File: src/rtl/lattice_step_ctrl.sv
// lattice_step_ctrl: sequencer for the lane-parallel binomial-lattice backward induction.
// It streams the leaf (expiry) beats, then walks levels N-1..0. For each level it issues
// beat indices and per-beat lane-valid masks. After every level it waits PIPE_LAT drain
// cycles so written-back values settle before the next level reads them.
//
// Ports:
//   clk, rst_n       clock (rising edge), asynchronous active-low reset
//   start_i          begin a run; sampled only while idle
//   num_steps_i      tree depth N; latched (clamped to MAX_STEPS) when start is accepted
//   abort_i          synchronous cancel of a run in progress (beats and drain)
//   beat_ready_i     downstream accepts the current beat
//   busy_o           run in progress (load, step or drain)
//   done_o           one-cycle pulse; the level-0 result is in the node buffer
//   beat_valid_o     beat_idx_o/level_o/lane_valid_o are valid this cycle
//   beat_load_o      beat is a leaf-load beat
//   beat_first_o     first beat of the current level
//   beat_last_o      last beat of the current level
//   beat_idx_o       beat number within the level, 0-based
//   level_o          current lattice level (N for load, then N-1..0)
//   lane_valid_o     lanes producing real nodes this beat
// All outputs are registered. Beat payload outputs read 0 while beat_valid_o is low.
module lattice_step_ctrl #(
    parameter int unsigned LANES     = 32,
    parameter int unsigned MAX_STEPS = 1023,
    parameter int unsigned STEP_W    = 10,
    parameter int unsigned BEAT_W    = 6,
    parameter int unsigned PIPE_LAT  = 4
) (
    input  logic              clk,
    input  logic              rst_n,
    input  logic              start_i,
    input  logic [STEP_W-1:0] num_steps_i,
    input  logic              abort_i,
    input  logic              beat_ready_i,
    output logic              busy_o,
    output logic              done_o,
    output logic              beat_valid_o,
    output logic              beat_load_o,
    output logic              beat_first_o,
    output logic              beat_last_o,
    output logic [BEAT_W-1:0] beat_idx_o,
    output logic [STEP_W-1:0] level_o,
    output logic [LANES-1:0]  lane_valid_o
);

    localparam int unsigned DRAIN_W = (PIPE_LAT > 1) ? $clog2(PIPE_LAT) : 1;
    localparam logic [DRAIN_W-1:0] DRAIN_LAST = DRAIN_W'((PIPE_LAT > 0) ? PIPE_LAT - 1 : 0);

    typedef enum logic [2:0] {StIdle, StLoad, StStep, StDrain, StDone} state_e;

    state_e             state_q, state_d;
    logic [STEP_W-1:0]  level_q, level_d;
    logic [BEAT_W-1:0]  beat_idx_q, beat_idx_d;
    logic [DRAIN_W-1:0] drain_q, drain_d;
    logic               level_end;
    logic [BEAT_W-1:0]  last_idx_q, last_idx_d;

    logic              busy_d, done_d, beat_valid_d, beat_load_d, beat_first_d, beat_last_d;
    logic [BEAT_W-1:0] beat_idx_out_d;
    logic [STEP_W-1:0] level_out_d;
    logic [LANES-1:0]  lane_valid_d;

    // Load levels carry N+1 leaves; step levels read L+2 inputs to produce L+1 nodes.
    function automatic logic [BEAT_W-1:0] last_beat(input logic [STEP_W-1:0] lvl,
                                                    input logic is_load);
        int unsigned nodes;
        nodes = 32'(lvl) + (is_load ? 32'd0 : 32'd1);
        return BEAT_W'(nodes / LANES);
    endfunction

    // Only L+1 output nodes are real; the last beat may carry none (e.g. L=31, 32 lanes).
    function automatic logic [LANES-1:0] last_mask(input logic [STEP_W-1:0] lvl,
                                                   input logic is_load);
        int unsigned      last_i;
        int unsigned      cnt;
        logic [LANES-1:0] m;
        last_i = (32'(lvl) + (is_load ? 32'd0 : 32'd1)) / LANES;
        cnt    = 32'(lvl) + 32'd1 - last_i * LANES;
        for (int unsigned i = 0; i < LANES; i++) begin
            m[i] = (i < cnt);
        end
        return m;
    endfunction

    assign last_idx_q = last_beat(level_q, state_q == StLoad);

    always_comb begin
        state_d    = state_q;
        level_d    = level_q;
        beat_idx_d = beat_idx_q;
        drain_d    = drain_q;
        level_end  = 1'b0;

        unique case (state_q)
            StIdle: begin
                if (start_i) begin
                    state_d    = StLoad;
                    level_d    = (32'(num_steps_i) > MAX_STEPS) ? STEP_W'(MAX_STEPS)
                                                                : num_steps_i;
                    beat_idx_d = '0;
                end
            end
            StLoad, StStep: begin
                // beat_valid is high in every load/step cycle, so ready alone completes a beat
                if (abort_i) begin
                    state_d = StIdle;
                end else if (beat_ready_i) begin
                    if (beat_idx_q == last_idx_q) begin
                        if (PIPE_LAT == 0) begin
                            level_end = 1'b1;
                        end else begin
                            state_d = StDrain;
                            drain_d = '0;
                        end
                    end else begin
                        beat_idx_d = beat_idx_q + 1'b1;
                    end
                end
            end
            StDrain: begin
                if (abort_i) begin
                    state_d = StIdle;
                end else if (drain_q == DRAIN_LAST) begin
                    level_end = 1'b1;
                end else begin
                    drain_d = drain_q + 1'b1;
                end
            end
            StDone: begin
                state_d = StIdle;
            end
            default: begin
                state_d = StIdle;
            end
        endcase

        if (level_end) begin
            if (level_q != '0) begin
                level_d    = level_q - 1'b1;
                beat_idx_d = '0;
                state_d    = StStep;
            end else begin
                state_d = StDone;
            end
        end
    end

    // Registered outputs are decoded from the next state so they line up with it.
    assign last_idx_d = last_beat(level_d, state_d == StLoad);

    always_comb begin
        busy_d         = (state_d == StLoad) || (state_d == StStep) || (state_d == StDrain);
        done_d         = (state_d == StDone);
        beat_valid_d   = (state_d == StLoad) || (state_d == StStep);
        beat_load_d    = 1'b0;
        beat_first_d   = 1'b0;
        beat_last_d    = 1'b0;
        beat_idx_out_d = '0;
        level_out_d    = '0;
        lane_valid_d   = '0;
        if (beat_valid_d) begin
            beat_load_d    = (state_d == StLoad);
            beat_first_d   = (beat_idx_d == '0);
            beat_last_d    = (beat_idx_d == last_idx_d);
            beat_idx_out_d = beat_idx_d;
            level_out_d    = level_d;
            lane_valid_d   = beat_last_d ? last_mask(level_d, state_d == StLoad) : '1;
        end
    end

    always_ff @(posedge clk or negedge rst_n) begin
        if (!rst_n) begin
            state_q      <= StIdle;
            level_q      <= '0;
            beat_idx_q   <= '0;
            drain_q      <= '0;
            busy_o       <= 1'b0;
            done_o       <= 1'b0;
            beat_valid_o <= 1'b0;
            beat_load_o  <= 1'b0;
            beat_first_o <= 1'b0;
            beat_last_o  <= 1'b0;
            beat_idx_o   <= '0;
            level_o      <= '0;
            lane_valid_o <= '0;
        end else begin
            state_q      <= state_d;
            level_q      <= level_d;
            beat_idx_q   <= beat_idx_d;
            drain_q      <= drain_d;
            busy_o       <= busy_d;
            done_o       <= done_d;
            beat_valid_o <= beat_valid_d;
            beat_load_o  <= beat_load_d;
            beat_first_o <= beat_first_d;
            beat_last_o  <= beat_last_d;
            beat_idx_o   <= beat_idx_out_d;
            level_o      <= level_out_d;
            lane_valid_o <= lane_valid_d;
        end
    end

endmodule

File: config.mk
export PLATFORM = sky130hd
export DESIGN_NAME = lattice_step_ctrl
export DESIGN_NICKNAME = d
export VERILOG_FILES = /design/src/rtl/lattice_step_ctrl.sv
export SDC_FILE = /design/constraint.sdc
export NUM_CORES = 1
export LEC_CHECK = 0
export CORE_ASPECT_RATIO = 0.75
export CORE_MARGIN = 3
export CORE_UTILIZATION = 45
export CTS_BUF_LIST = sky130_fd_sc_hd__clkbuf_4 sky130_fd_sc_hd__clkbuf_8 sky130_fd_sc_hd__clkbuf_16
export CTS_CLUSTER_SIZE = 24
export DETAILED_ROUTE_END_ITERATION = 8
export GPL_TIMING_DRIVEN = 1
export PLACE_DENSITY = 0.66
export RECOVER_POWER = 50
export SLEW_MARGIN = 20
export SYNTH_ARGS = -nofsm -noshare
export SYNTH_HDL_FRONTEND = slang
export SYNTH_SLANG_ARGS = --single-unit
File: constraint.sdc
create_clock -name clk -period 16.3 [get_ports clk]
set_input_delay 1.63 -clock clk [delete_from_list [all_inputs] [get_ports clk]]
set_output_delay 1.63 -clock clk [all_outputs]
set_load 0.1 [all_outputs]
# Word level (Yosys, flattened, before mapping)

Cells that the tools add are included.

Memory bits (read-only): 0
Bits in registers: 75
Latch bits: 0
Memories: 0
RAM bits: 0
Logic and storage cells: 112
Output and inout bits: 54
Input bits: 15

Mux-type cells: 37
Equal/unequal tests: 15
Shift operators: 0
$add $sub $neg: 7
Bitwise logic cells: 0
Magnitude comparators: 32
Reductions and logical operators: 8
Divide/modulo/power cells: 0
Multiply operators: 0

Operator list:

| cell                                                | number |
|---|---|
| < comparator 5 x 32 -> 1 bit (first input constant) | 16 |
| < comparator 4 x 32 -> 1 bit (first input constant) | 8 |
| < comparator 3 x 32 -> 1 bit (first input constant) | 4 |
| < comparator 1 x 32 -> 1 bit (first input constant) | 2 |
| < comparator 2 x 32 -> 1 bit (first input constant) | 2 |
| two-way mux 32 bit                                  | 2 |
| two-way mux 10 bit                                  | 5 |
| two-way mux 6 bit                                   | 7 |
| adder 10 x 1 -> 11 bit                              | 2 |
| two-way mux 3 bit                                   | 7 |
| == test 3 x 2 -> 1 bit (second input constant)      | 4 |
| == test 6 bit                                       | 2 |
| one-hot mux 6 bit (2 select lines)                  | 1 |
| subtractor 11 x 11 -> 12 bit                        | 1 |
| adder 10 x 1 -> 11 bit (second input constant)      | 1 |
| two-way mux 2 bit                                   | 5 |
| != test 2 bit (second input constant)               | 5 |
| nonzero test 10 bit                                 | 1 |
| subtractor 10 x 1 -> 10 bit (second input constant) | 1 |
| one-hot mux 3 bit (3 select lines)                  | 1 |
| two-way mux 1 bit                                   | 8 |
| adder 6 x 1 -> 6 bit (second input constant)        | 1 |
| == test 3 x 1 -> 1 bit (second input constant)      | 2 |
| zero test 6 bit                                     | 1 |
| 9 further kinds                                     | 10 |

# Longest topological paths before layout

Depth in word-level cells: 16
Depth in mapped cells: 26
Depth with buffers taken out: 23

# Worst setup path after synthesis

Ideal clock, no wire load.

Path type: input port to flip-flop
From: input port abort_i
To: register lane_valid_o[15]
Data arrival time: 6120 ps
Data required time: 16171 ps
Path buffers: 1
Path slack: 10051 ps
Setup time: 129 ps
Stages on the path: 22
Cells stage by stage: nor2b_1 > nand2_1 > nor2_1 > a21oi_1 > o21ai_0 > inv_1 > ha_1 > and3_1 > and2_1 > and3_1 > ha_1 > inv_1 > xnor2_1 > ha_1 > a21oi_1 > a21oi_1 > mux2_2 > a211oi_1 > o2111ai_1 > nor4_4 > buf_6 > a21oi_2

Elaborated cells between the ends (all ways): 22
Those cells by class: add/sub (3); order compare (1); eq/ne (3); mux (14); reduce/logical (1)

RTL lines:

| element                                          | line       | RTL |
|---|---|---|
| start, declared                                  | 33         | `input logic abort_i,` |
| two-way mux 1 bit (*)                            | 121        | `if (abort_i) begin` |
| two-way mux 1 bit (*)                            | 94         | `unique case (state_q)` |
| two-way mux 10 bit (*)                           | 137        | `if (level_end) begin` |
| named net level_d[3]                             | 52         | `logic [STEP_W-1:0] level_q, level_d;` |
| adder 10 x 1 -> 11 bit, on equally long branches | 78, 67, 77 |  |
| subtractor 11 x 11 -> 12 bit                     | 78         | `cnt = 32'(lvl) + 32'd1 - last_i * LANES;` |
| < comparator 4 x 32 -> 1 bit                     | 80         | `m[i] = (i < cnt);` |
| two-way mux 32 bit (*)                           | 167        | `lane_valid_d = beat_last_d ? last_mask(level_d, state_d == StLoad) : '1;` |
| two-way mux 32 bit (*)                           | 161        | `if (beat_valid_d) begin` |
| named net lane_valid_d[15]                       | 61         | `logic [LANES-1:0] lane_valid_d;` |
| end signal, assigned                             | 199        | `lane_valid_o <= lane_valid_d;` |
| end, declared                                    | 43         | `output logic [LANES-1:0] lane_valid_o` |

Mark *: on every way through the listed nets, which the timed path passes. The rest lies on a longest branch.
A chain may end at the register's enable or synchronous reset.

# Worst setup path in the final report

From: input port abort_i
To: register lane_valid_o[7]

Elaborated cells between the ends (all ways): 22
Those cells by class: add/sub (3); order compare (1); eq/ne (3); mux (14); reduce/logical (1)

RTL lines:

| element                                          | line |
|---|---|
| two-way mux 1 bit (*)                            | 121 |
| two-way mux 1 bit (*)                            | 94 |
| two-way mux 10 bit (*)                           | 137 |
| named net level_d[3]                             | 52 |
| adder 10 x 1 -> 11 bit, on equally long branches | 78, 67, 77 |
| subtractor 11 x 11 -> 12 bit                     | 78 |
| < comparator 3 x 32 -> 1 bit                     | 80 |
| two-way mux 32 bit (*)                           | 167 |
| two-way mux 32 bit (*)                           | 161 |
| named net lane_valid_d[7]                        | 61 |

Marked as above.

==> results.py <==
metrics = {
    "sta": {
        "setup_viol": 0,
        "worst_pin_slew_ns": 3.86,
        "fin_tns_setup_ns": 0,
        "maxSlewHeadroom_pct": -157,
        "fin_crit_ns": 7.84,
        "finalHoldViolCount": 0,
        "period_share_pct": 48.1,
        "hold_slack_ns": 0.492,
        "max_freq_mhz": 128,
        "skew_ns": 0.00792,
        "rsz0062_at_grt": "false",
        "finalMaxSlewViolations": 76,
    },
    "synthesis": {
        "syn-cell-area_um2": 4880,
        "synth_cells": 531,
        "synth_nets": 569,
        "ys_seq_elements": 75,
        "ys.flop_type": "dfrtp_1",
        "synth_async_sr_flop_share_pct": 100,
        "avgSynthCellArea_um2": 9.20,
        "ys_types": 81,
        "ys_seq_area_share_pct": 38.4,
        "synth_edf_count": 0,
        "yosysWarnings": 0,
    },
    "clock_tree": {
        "htreeDepth": 3,
        "clk-insertion-delay-late_ns": 0.34,
        "cts_root_buffer": "clkbuf_16",
        "cts_setup_buffers": 0,
        "cts_tree": "built",
        "cts_resized": 0,
        "cts_buffers": 9,
        "clockBufferDepth": 2,
        "clk_pin_slew_ns": 0.06,
        "cts_sinks": 75,
        "cts_hold_buffers": 0,
    },
    "layout": {
        "fill_cells": 917,
        "design_area_um2": 5890,
        "drive_gt1_share_pct": 14.8,
        "diodes": 0,
        "syn_to_final_growth_pct": 20.6,
        "stdcell_count": 722,
        "finalNetCount": 619,
        "final_common_cell": "dfrtp_1",
        "final_cell_mix": "dfrtp_1 (75), nor2_1 (57), nand2_1 (46)",
    },
    "run": {
        "max_cap_violations": 1,
    },
    "setup_path": {
        "rr_worst_depth": 22,
        "critPathMostFrequentCell": "ha_1",
        "crit_path_start_kind": "input pin",
        "cp-end-kind": "flop",
        "path_class": "in2reg",
        "critPathRequiredTime_ns": 16.48,
        "cpMaxStageDelayCell": "dlygate4sd3_1",
        "reg2reg_from": "state_q[0]$_DFF_PN0_",
        "cp_data_arrival_time_ns": 8.02,
        "critical_path.cell_chain": "dlygate4sd3_1 > nor2b_1 > nand2_1 > nor2_1 > a21oi_1 > o21ai_0 > inv_1 > ha_1 > and3_1 > and2_1 > and3_1 > ha_1 > inv_1 > xnor2_1 > ha_1 > nor2b_1 > nor4_1 > o221ai_1 > a211oi_1 > o2111ai_1 > nor4_4 > buf_4 > a31oi_1",
        "r2r_end": "lane_valid_o[7]$_DFF_PN0_",
        "crit_fanout": 32,
        "crit_cells": 23,
        "crit_path_max_incr_delay_ns": 0.66,
        "crit_family": "simple AND/OR/NAND/NOR gates",
        "rrSetupSlack_ns": 9.76,
        "cp_num_buf_inv": 4,
    },
    "global_route": {
        "grt.total_usage_pct": 23.1,
        "grt_pass1_wl_mm": 22.1,
        "first_global_vias": 4094,
        "overflow": 0,
        "grt_max_degree": 76,
        "antenna_found_initial": 0,
    },
    "placement": {
        "hpwl_mm": 10.4,
        "numPlacedInstances": 706,
        "routabilityCongestion": 0.932,
        "place_area_um2": 5590,
        "numPortBuffers": 68,
    },
    "route": {
        "finalWirelength_mm": 13.9,
        "vias": 4313,
        "drt_iter0_drc": 358,
        "vias_per_cell": 5.97,
        "drc": 0,
        "wire_per_inst_um": 19.2,
        "final_antenna_net_count": 0,
        "drtPass1Iterations": 5,
    },
    "floorplanning": {
        "chipHeight_um": 96.2,
        "fp.dieW_um": 126,
        "core_area_um2": 10500,
        "initial_core_util_pct": 46.7,
        "dieArea_um2": 12200,
        "fp-row-count": 32,
        "ios": 69,
    },
    "hold_path": {
        "holdPathStages": 2,
        "holdPathEnd": "drain_q[1]$_DFFE_PN0P_",
        "min_from": "drain_q[1]$_DFFE_PN0P_",
        "hp-class": "reg2reg",
    },
    "run_status": {
        "status": "complete, but fails checks",
        "violations": "max-capacitance violations, max-slew violations",
    },
}
worst max path at each step:
stage,endpoint,slack [ns],startpoint
finish,lane_valid_o[7]$_DFF_PN0_,8.46,abort_i
global route,lane_valid_o[7]$_DFF_PN0_,7.88,abort_i
CTS,lane_valid_o[7]$_DFF_PN0_,8.69,abort_i
detailed placement,lane_valid_o[7]$_DFF_PN0_,8.39,abort_i
global placement,lane_valid_o[7]$_DFF_PN0_,8.65,abort_i
floorplan,lane_valid_o[15]$_DFF_PN0_,10.05,abort_i
registers in the layout, indices dropped and copies added (netlist names):
register / cells
beat_idx_q: 6
drain_q: 2
state_q: 3
beat_load_o: 1
busy_o: 1
beat_last_o: 1
beat_valid_o: 1
lane_valid_o: 32
level_o: 10
beat_first_o: 1
beat_idx_o: 6
done_o: 1
level_q: 10
layer usage:
| metal | routed length, um | GRT usage, % |
|---|---|---|
| met1 | 6710 | 35.5 |
| met2 | 5680 | 32.7 |
| met3 | 1260 | 5.10 |
| met4 | 205 | 5.89 |
| met5 | 0 | 0 |
cell usage after synthesis (all sizes together), types with 10 or more instances:
library cell | n | share of area (%)
a21oi | 56 | 8.0
ha | 23 | 5.9
nor3 | 14 | 1.4
nor2 | 57 | 4.4
clkbuf | 11 | 0.85
nand4 | 10 | 1.3
dfrtp | 75 | 38
nand3 | 16 | 1.8
and3 | 13 | 1.7
o21ai | 20 | 2.0
nand2 | 47 | 3.6
buf | 21 | 2.7
inv | 25 | 1.9
per-stage QoR:
step / util (%) / setup slack [ns]
2_1_floorplan: - / 10.05
3_3_place_gp: 53.4 / 8.65
3_5_place_dp: 53.4 / 8.39
4_1_cts: 56.4 / 8.69
5_1_grt: 56.4 / 7.88
6_report: 56.4 / 8.46
cells by family (layout without fill, tap and decap cells):
| family | after synthesis | in the layout | share of synthesized area [%] |
|---|---|---|---|
| xor+xnor | 11 | 11 | 1.97 |
| fa+ha+maj | 23 | 23 | 5.89 |
| compound gates | 148 | 148 | 24.3 |
| simple gates | 214 | 214 | 23.2 |
| mux | 3 | 3 | 0.743 |
| buf+inv | 57 | 112 | 5.46 |
| flops | 75 | 75 | 38.4 |
worst register-to-register path, stage by stage, from the launching register on:
cell and delay [ns]:
dfrtp_1 0.60, and3b_1 0.37, nand2_1 0.28, nor2_1 0.66, a21oi_1 0.13, o21ai_0 0.44
inv_1 0.20, ha_1 0.24, and3_1 0.19, and2_1 0.19, and3_1 0.19, ha_1 0.35
inv_1 0.11, xnor2_1 0.15, ha_1 0.37, nor2b_1 0.16, nor4_1 0.27, o221ai_1 0.20
a211oi_1 0.26, o2111ai_1 0.22, nor4_4 0.18, buf_4 0.46, a31oi_1 0.16
final cells by class:
| cell class | count | area [um2] | area share [%] |
|---|---|---|---|
| Inverter | 25 | 93.8 | 1.59 |
| Tap cell | 136 | 170 | 2.89 |
| Sequential cell | 75 | 1880 | 31.9 |
| Clock buffer | 9 | 225 | 3.82 |
| Clock inverter | 7 | 82.6 | 1.40 |
| Timing Repair Buffer | 71 | 697 | 11.8 |
| Multi-Input combinational cell | 399 | 2740 | 46.6 |
Power is left out: the tool's default activity adds up to more than one toggle a clock period on the data nets, which glitch-free logic cannot reach.
